==> config.mk <==
export PLATFORM = sky130hd
export DESIGN_NAME = store_trace_fifo
export DESIGN_NICKNAME = d
export VERILOG_FILES = /design/src/rtl/store_trace_fifo.sv
export SDC_FILE = /design/constraint.sdc
export NUM_CORES = 1
export LEC_CHECK = 0
export CAP_MARGIN = 10
export CORE_MARGIN = 3
export CORE_UTILIZATION = 53
export DETAILED_ROUTE_END_ITERATION = 8
export PLACE_DENSITY = 0.76
export RECOVER_POWER = 100
export SLEW_MARGIN = 20
export SYNTH_ARGS = -nofsm -noshare
export SYNTH_HDL_FRONTEND = slang
export SYNTH_SLANG_ARGS = --single-unit
==> constraint.sdc <==
create_clock -name clk -period 3.95 [get_ports clk]
set_clock_uncertainty 0.15 [all_clocks]
set_input_delay 0.79 -clock clk [delete_from_list [all_inputs] [get_ports clk]]
set_output_delay 0.79 -clock clk [all_outputs]
set_load 0.03 [all_outputs]
==> src/rtl/store_trace_fifo.sv <==
// store_trace_fifo: show-ahead capture FIFO for data-memory stores with sequence tags, sticky overflow and watched-store match.
module store_trace_fifo #(
  parameter int            N          = 16,
  parameter int            DEPTH      = 8,
  parameter logic [N-1:0]  WATCH_ADDR = N'(84),
  parameter logic [N-1:0]  WATCH_DATA = N'('h0096)
) (
  input  logic                     clk,
  input  logic                     reset,
  input  logic                     memwrite,
  input  logic [N-1:0]             dataadr,
  input  logic [N-1:0]             writedata,
  input  logic                     clear,
  input  logic                     rd_ready,
  output logic                     rd_valid,
  output logic [N-1:0]             rd_addr,
  output logic [N-1:0]             rd_data,
  output logic [7:0]               rd_seq,
  output logic [$clog2(DEPTH):0]   count,
  output logic                     overflow,
  output logic                     match,
  output logic [7:0]               match_seq
);
  localparam int AW = $clog2(DEPTH);
  localparam int CW = AW + 1;
  localparam int EW = 2 * N + 8;
  logic [EW-1:0] mem_q [DEPTH];
  logic [AW-1:0] wptr_q, wptr_d, rptr_q, rptr_d;
  logic [CW-1:0] count_q, count_d;
  logic [7:0]    seq_q, seq_d, mseq_q, mseq_d;
  logic          ovf_q, ovf_d, match_q, match_d;
  logic          full, pop, push, drop, hit;
  logic [EW-1:0] head;
  // clear suppresses every other update in its cycle, so gate all events with it here
  always_comb begin
    full     = count_q == CW'(DEPTH);
    rd_valid = count_q != '0;
    pop      = rd_valid && rd_ready && !clear;
    push     = memwrite && !clear && (!full || pop);
    drop     = memwrite && !clear && full && !pop;
    hit      = memwrite && !clear && dataadr == WATCH_ADDR && writedata == WATCH_DATA;
    count_d  = clear ? '0 : (push && !pop) ? count_q + CW'(1) : (pop && !push) ? count_q - CW'(1) : count_q;
    wptr_d   = clear ? '0 : push ? wptr_q + AW'(1) : wptr_q;
    rptr_d   = clear ? '0 : pop ? rptr_q + AW'(1) : rptr_q;
    seq_d    = clear ? '0 : memwrite ? seq_q + 8'd1 : seq_q;
    ovf_d    = clear ? 1'b0 : ovf_q | drop;
    match_d  = clear ? 1'b0 : match_q | hit;
    mseq_d   = clear ? '0 : (hit && !match_q) ? seq_q : mseq_q;
  end
  always_ff @(posedge clk or negedge reset) begin
    if (!reset) begin
      count_q <= '0;
      wptr_q  <= '0;
      rptr_q  <= '0;
      seq_q   <= '0;
      ovf_q   <= 1'b0;
      match_q <= 1'b0;
      mseq_q  <= '0;
    end else begin
      count_q <= count_d;
      wptr_q  <= wptr_d;
      rptr_q  <= rptr_d;
      seq_q   <= seq_d;
      ovf_q   <= ovf_d;
      match_q <= match_d;
      mseq_q  <= mseq_d;
    end
  end
  always_ff @(posedge clk) begin
    if (push) mem_q[wptr_q] <= {dataadr, writedata, seq_q};
  end
  // head fields read as zero when empty, so stale storage never shows after reset or clear
  always_comb begin
    head      = rd_valid ? mem_q[rptr_q] : '0;
    rd_addr   = head[EW-1:N+8];
    rd_data   = head[N+7:8];
    rd_seq    = head[7:0];
    count     = count_q;
    overflow  = ovf_q;
    match     = match_q;
    match_seq = mseq_q;
  end
endmodule

# Word level (Yosys, flattened, before mapping)
# Memory sizes are Yosys's and may differ from the RTL's.
# Cells that the tools add are included.
# op_classes
add_sub_neg	5
reduce_logical	23
muxes	16
eq_ne	3
bitwise	2
# ops
operator	count
$mux 40	1
$mux 8	4
$eq 16x7->1 const B	1
$eq 16x8->1 const B	1
$mux 3	4
$mux 4	3
$logic_and 1x1->1	11
$add 8x1->8 const B	1
$reduce_bool 2->1	4
$add 3x1->3 const B	2
$logic_not 1->1	5
$add 4x1->4 const B	1
$eq 4x4->1 const B	1
$mux 1	4
$reduce_bool 4->1	1
$sub 4x1->4 const B	1
$reduce_bool 3->1	1
$or 1x1->1	2
$logic_or 1x1->1	1
# totals
n_memories	1
ff_bits	28
ram_bits	320
output_inout_bits	55
# mem_list
memory	depth	word_bits	read_ports	rd_clocked_by_memory_dff	wr	line	rtl
mem_q	8	40	1	0	1	27	logic [EW-1:0] mem_q [DEPTH];

# Logic depth before layout (Yosys ltp)
# Gate-level depths: netlist (run 1).
# depth
depth_word	10
ltp_mapped	10
mapped_depth_nobuf	10

# Least setup slack after synthesis (run 1)
# Ideal clock, no wire load.
# synth_path
kind	input port to flip-flop
from	input rd_ready
to	memory mem_q[0][0] (netlist bit), enable pin
cell_stages	4
arrival_time_ns	4.133
setup_time_ns	0.487
t_required_ns	3.313
n_path_buf	1
slack_ns	-0.820
path_cell_list	clkbuf_1 > o31a_1 > nand2b_1 > nor3_1
# synth_between
elab_chain_cells	6
# synth_rtl
item	line	rtl
from (decl)	14	input logic rd_ready,
$logic_and 1x1->1 (2 in a row)	38	pop = rd_valid && rd_ready && !clear;
$logic_or 1x1->1	39	push = memwrite && !clear && (!full || pop);
$logic_and 1x1->1	39	
$mux 1	70	if (push) mem_q[wptr_q] <= {dataadr, writedata, seq_q};
$mux 1 (implied by the code)	70	
to (decl)	27	
# No other way between the ends.

# Worst setup path after layout (run 1)
# layout_path
from	register rptr_q[1]
to	output rd_data[6]
# layout_between
elab_chain_cells	2
# layout_rtl
item	line	rtl
from (decl)	28	logic [AW-1:0] wptr_q, wptr_d, rptr_q, rptr_d;
from (signal assigned)	62	rptr_q <= rptr_d;
$mem_v2 8x40	--	
$mux 40	74	head = rd_valid ? mem_q[rptr_q] : '0;
to (decl)	17	output logic [N-1:0] rd_data,
# No other way between the ends.

==> results.md, run 1 <==
* Final setup TNS at 0 ps
* Status: complete, but fails checks
* Antenna violations before repair at 2
* Syn Inst Count at about 670
* Power density over the cells at approximately 610 nW/um^2
* Layout cells sized above 1 at 0.2111
* Max Root-Sink Buffers at 3
* Post-synth cell types at 38
* Via count at between 6000 and 7000
* P_sw at approximately 2.8 mW
* Worst hold path type: reg2reg
* Worst Path Required at 3010 ps
* Final min period at roughly 3800 ps
* First drt pass iteration count at 5
* CTS tree: yes
* R2R cell count at 11
* Power share of the sequential group at 0.428
* Initial Util at 0.5418
* #FFs+latches synth at about 350
* Crit start category: register
* Total power at approximately 10 mW
* Avg WL per Cell at 23.57 um
* Tcrit/Tclk final at 0.9646
* First-pass GRT wire length at 43.50 mm
* H-tree Lvls at 2
* Pin count of the biggest net entering global routing at between 40 and 50
* Final setup fails at 0
* Utilization after layout at 0.6432
* Final hold violations at 0
* Fillers at between 1500 and 2000
* Reg2Reg Setup Slack at around 810 ps
* Hold path endpoint: overflow
* Relative slew slack at -0.03435
* FF-to-FF Start: count[0]
* Avg Inst Size Synth at a little over 20 sq um
* YS warnings at 0
* # IOs at a little over 90
* Remaining DRCs at 0
* Die X-Extent at between 150 and 200 um
* DIE AREA at between 20000 and 30000 sq um
* Clock transition at the registers of the reported paths at around 60 ps
* R2R Path End: count[3]
* Setup CP Type: reg2out
* Sequential area share after synthesis at 0.7535
* Root Buffer: clkbuf_16
* Clk_lat worst skew at around 500 ps
* VDD IR-drop max at about 0.34 mV
* Failing checks: max-capacitance violations, max-slew violations
* Post-DRT Antenna Nets at 0
* Slew Viols, Final at 71
* Worst-margin pin slew at about 1600 ps
* Beginning of the worst hold path: overflow
* Cell area after synthesis at around 14000 sq um
* Number of port buffers at 91
* CP Capture Type: primary output
* RSZ-0062 raised after global routing: false
* Drt total wl at around 27 mm
* Synth Net Count at just over 700
* Vias in the first global route at 7430
* Via density per instance at approximately 6
* Logic pwr share at 0.263
* Sw Ratio at 0.2877
* FP Rows at 58
* Clk sinks at roughly 350
* CP max FO at 25
* CTS Buf Count at 35
* Core area at roughly 25000 sq um
* Leakage at approximately 5.3 nW
* Die Y at 166.7 um
* Fin nets at between 800 and 900
* Area delta synth->final at 18.72%
* Critical path startpoint: rptr_q[1]
* 1st-iter DRT viols at between 500 and 600
* Overall Global Routing Usage at 0.2035
* Int Pwr at 7.046 mW
* CP arrival at 2870 ps
* Max frequency at approximately 260 MHz
* Clock power share at 0.309
* RePlAce Congestion at about 0.80
* Maxcap violations at 3
* GRT overflow at 0
* Hold depth at 2
* Hpwl dp at about 16 mm
## area by class of cell
class	instances	area [sq um]	share of cell area
sequential	348	10320	0.6352
clock buffer	41	898.4	0.05530
clock inverter	21	158.9	0.009782
inverter	7	26.28	0.001618
timing repair buffer	127	1165	0.07171
multi-input combinational	285	3262	0.2008
tap	330	412.9	0.02542
antenna	1	2.502	0.0001540
## layer usage
layer / up-vias / global-route usage / share of wire
li1: 2980 / - / -
met2: 215 / 0.3333 / 0.50
met4: 2 / 0.04232 / 0.014
met5: - / 0 / 0.00048
met3: 42 / 0.03893 / 0.057
met1: 3601 / 0.2929 / 0.43
## cells in the mapped netlist
library cell  instances  share of area
nor4_1                1        0.00046
nand3b_1              2         0.0011
fa_1                  1         0.0015
a21oi_1               4         0.0015
a31oi_1               4         0.0018
and4bb_2              1        0.00091
nand2b_1              6         0.0027
buf_2                 8         0.0029
or3_2                 1        0.00055
xor2_1                6         0.0038
mux4_2               80           0.13
or3_1                 2        0.00091
and4b_1               1        0.00073
o21ai_0               2        0.00073
a21boi_0              1        0.00055
xnor2_1               4         0.0026
o31ai_1               1        0.00055
nor3_1                4         0.0015
clkbuf_1             18         0.0049
nor4_2                3         0.0027
dfrtp_1              28          0.051
nor2b_1               9         0.0041
nor2_1               62          0.017
mux2_2               10         0.0082
nand2_1              15         0.0041
ha_1                  5         0.0046
or2_2                 1        0.00046
edfxtp_1            320           0.70
nand4_1               3         0.0014
inv_1                 7         0.0019
and4_1                1        0.00064
nor4b_1               1        0.00064
mux2i_1              43          0.031
o31a_1                1        0.00064
nor4bb_1              2         0.0015
nand3_1               7         0.0026
nor4_4                1         0.0016
buf_1                 6         0.0016
## worst max-delay path by stage
stage	end	depth (start not counted)
after floorplan	mem_q[2][0]	4
after global placement	match_seq[5]	7
after detailed placement	match_seq[5]	7
after CTS	rd_data[8]	5
after global routing	rd_data[6]	5
final	rd_data[6]	5
## flip-flops by register name, indices dropped and copies added (netlist names)
name / count
rptr_q: 3
wptr_q: 3
seq_q: 8
count: 4
match: 1
overflow: 1
match_seq: 8
mem_q: 320
## through the flow
stage	std cells	hold WS [ps]	instance area, sq um	worst slack, ps
floorplan	672	344.4	13690	266.1
global placement	1093	340.5	15240	511.6
detailed placement	1093	348.0	15240	454.0
CTS	1159	370.3	16340	173.6
global route	1159	415.3	16240	43.64
finish	1160	371.6	16240	139.8
## placed cells by master, fill, tap and decap left out, types with 5 or more instances in the layout
master / synthesis / routed
nand3_1: 7 / 7
dfrtp_1: 28 / 25
nor2_4: 0 / 6
buf_4: 0 / 11
nor2_1: 62 / 56
xor2_1: 6 / 6
mux2i_1: 43 / 43
nand2b_1: 6 / 6
clkdlybuf4s50_1: 0 / 17
clkbuf_16: 0 / 35
clkinv_1: 0 / 10
nand2_1: 15 / 15
clkbuf_1: 18 / 19
clkbuf_2: 0 / 7
dlygate4sd3_1: 0 / 74
inv_1: 7 / 7
mux2_2: 10 / 10
mux4_2: 80 / 80
nor2b_1: 9 / 9
edfxtp_1: 320 / 320
ha_1: 5 / 5
## critical path: stages, from the launching register on
cell	delay, ps
dfrtp_4	700
clkbuf_4	420
mux4_2	350
mux2i_1	130
nor2_1	50
dlygate4sd3_1	690
## timing repair
item	in CTS	in global routing
setup buffers	4	0
hold buffers	0	0
setup endpoints to repair	1	0
gates resized for setup	0	0
## power by group through the flow
stage	clock network, mW	logic [mW]	registers [mW]
2_1_floorplan	0	1.71	4.28
3_3_place_gp	0	2.62	4.32
3_5_place_dp	0	2.66	4.33
4_1_cts	3.12	2.74	4.24
5_1_grt	3.28	2.79	4.24
6_report	3.06	2.60	4.23
## cells by family after synthesis
logic type	share of synthesized area
DFF	0.7535
muxes	0.1714
and+or+nand+nor	0.04554
buffers and inverters	0.01143
AOI/OAI and AO/OA	0.005761
xor gates and xnor gates	0.006401
adders and majority gates	0.006035
Power figures use the tool's default switching activity.
==> run 2: changes to the inputs <==
--- a/config.mk
+++ b/config.mk
@@ -11,6 +11,7 @@
 export DETAILED_ROUTE_END_ITERATION = 8
 export PLACE_DENSITY = 0.76
 export RECOVER_POWER = 100
+export SKIP_CTS_REPAIR_TIMING = 1
 export SLEW_MARGIN = 20
 export SYNTH_ARGS = -nofsm -noshare
 export SYNTH_HDL_FRONTEND = slang
==> run 2 against run 1 <==
Net effect:
- the run still ends with max-capacitance violations, max-slew violations left
- via count fell by 0.44%
- first-iteration DRC count did not move
- fmax rose by 0.97%
- non-clock buffer count rose by 6
- cell count rose by 0.60%
- sequential cell count did not move
- critical path type unchanged
- highest routed layer unchanged
==> results.md, run 2 (same netlist as run 1, synthesis figures left out) <==
* Status: complete, but fails checks
* Failing checks: max-capacitance violations, max-slew violations
* Final setup fails at 0 (unchanged)
* Vias in the first global route at 7383 (-0.63%)
* Max frequency at 265.0 MHz (+0.97%)
* CTS Buf Count at 35 (unchanged)
* Die X-Extent at 166.7 um (unchanged)
* Layout cells sized above 1 at 0.2168 (+0.005669)
* Clk sinks at 348 (unchanged)
* 1st-iter DRT viols at 503 (unchanged)
* Peak per-stage delay on the critical path at 700 ps (about the same)
* Sw Ratio at 0.2870 (-0.0006211)
* Power share of the sequential group at 0.428 (about the same)
* Leakage at 5.293 nW (+0.50%)
* Worst-margin pin slew at 1565 ps (+13.63 ps)
* First drt pass iteration count at 5 (unchanged)
* Fillers at 1709 (-0.23%)
* Die Y at 166.7 um (unchanged)
* Area delta synth->final at 19.03%
* Final hold violations at 0 (unchanged)
* Clock power share at 0.308 (about the same)
* GRT overflow at 0 (unchanged)
* Overall Global Routing Usage at 0.2022 (-0.001203)
* Crit start category: register
* Tcrit/Tclk final at 0.9553 (-0.009262)
* Via count at 6810 (-0.44%)
* Hpwl dp at 16.05 mm (unchanged)
* P_sw at 2.846 mW (about the same)
* Total power at 9.916 mW (+0.25%)
* CP max-delay cell: dfrtp_4
* Slew Viols, Final at 91 (+28%)
* Pin count of the biggest net entering global routing at 42 (unchanged)
* Area after DPL at 15240 sq um (unchanged)
* Post-DRT Antenna Nets at 0 (unchanged)
* Worst Path Required at 3010 ps (about the same)
* DIE AREA at 27780 sq um (unchanged)
* Most common cell after layout, fill and taps aside: edfxtp_1
* Logic pwr share at 0.265 (+0.002)
* Drt total wl at 27.36 mm (about the same)
* CP max FO at 25 (unchanged)
* First-pass GRT wire length at 43.28 mm (-0.52%)
* Clk_lat worst skew at 500 ps (about the same)
* Largest register FFs at 320 (unchanged)
* CP Capture Type: primary output
* Initial Util at 0.5418 (unchanged)
* Power density over the cells at 608.8 nW/um^2 (about the same)
* Fin nets at 853 (+0.71%)
* Setup CP Type: reg2out
* Avg WL per Cell at 23.44 um (-0.56%)
* RePlAce Congestion at 0.7954 (unchanged)
* Reg2Reg Setup Slack at 810 ps (about the same)
* VDD IR-drop max at 0.3352 mV (-1.4%)
* Post-route cell area at 16290 sq um (+0.26%)
* RSZ-0062 raised after global routing: false
* Max Root-Sink Buffers at 3 (unchanged)
* Remaining DRCs at 0 (unchanged)
* Antenna violations before repair at 3 (+1)
* Int Pwr at 7.070 mW (+0.33%)
* Core area at 25250 sq um (unchanged)
* # IOs at 92 (unchanged)
* CP arrival at 2830 ps (-40 ps)
* Final min period at 3774 ps (-36.58 ps)
* Via density per instance at 5.835 (-1.0%)
* Most frequent cells in the layout: 320 x edfxtp_1, 80 x mux4_2, 73 x dlygate4sd3_1, 56 x nor2_1, 43 x mux2i_1
* Utilization after layout at 0.6449 (+0.001685)
* CTS tree: yes
* Clock transition at the registers of the reported paths at 60 ps (about the same)
* Worst hold path type: reg2reg
* Register with the most flip-flops: mem_q
* Crit path cell chain: buf_4, mux4_2, mux2i_1, nor2_1, dlygate4sd3_1
* FP Rows at 58 (unchanged)
* H-tree Lvls at 2 (unchanged)
* Relative slew slack at -0.04343 (-0.009085)
* Number of port buffers at 91 (unchanged)
* Root Buffer: clkbuf_16
* Maxcap violations at 4 (+1)
run 2: layout make-up:
class	count	area [sq um]	share of cell area
Clock inverter	21	158.9	0.009756
Inverter	7	26.28	0.001613
Tap cell	330	412.9	0.02535
Multi-Input combinational cell	285	3262	0.2003
Timing Repair Buffer	133	1205	0.07398
Clock buffer	41	898.4	0.05516
Sequential cell	348	10320	0.6336
Antenna cell	2	5.005	0.0003073
run 2: power groups by stage:
stage / Combinational, mW / Sequential (mW) / Clock (mW)
2_1_floorplan: 1.71 / 4.28 / 0
3_3_place_gp: 2.62 / 4.32 / 0
3_5_place_dp: 2.66 / 4.33 / 0
4_1_cts: 2.67 / 4.26 / 3.12
5_1_grt: 2.82 / 4.25 / 3.28
6_report: 2.63 / 4.24 / 3.05
run 2: per-stage QoR:
step | worst slack (ps) | cells | setup TNS [ps] | hold slack (ps)
CTS | -8.454 | 1155 | -8.454 | 370.3
floorplan | 266.1 | 672 | 0 | 344.4
global route | 63.16 | 1166 | 0 | 415.3
finish | 176.4 | 1167 | 0 | 371.4
detailed placement | 454.0 | 1093 | 0 | 348.0
global placement | 511.6 | 1093 | 0 | 340.5
run 2: critical path, delay by kind of cell (launching register included):
kind	cells	cell delay [ps]
buf+inv	2	1050
flops	1	700
mux	2	510
simple gates	1	50
run 2: per-layer routing:
layer / vias up / wire (um) / track usage
met4: 4 / 431 / 0.04627
li1: 2990 / - / -
met2: 200 / 13420 / 0.3272
met3: 42 / 1551 / 0.04083
met5: - / 27 / 0
met1: 3574 / 11930 / 0.2915
run 2: path summary, 6_finish.rpt:
| path | from | end | cells past startpoint |
|---|---|---|---|
| max | rptr_q[1] | rd_data[11] | 5 |
| min reg2reg | overflow | overflow | 2 |
| max in group asynchronous | reset | rptr_q[0] | 2 |
| max reg2reg | count[0] | count[3] | 11 |
| min | overflow | overflow | 2 |
| min in group asynchronous | reset | match_seq[7] | 2 |
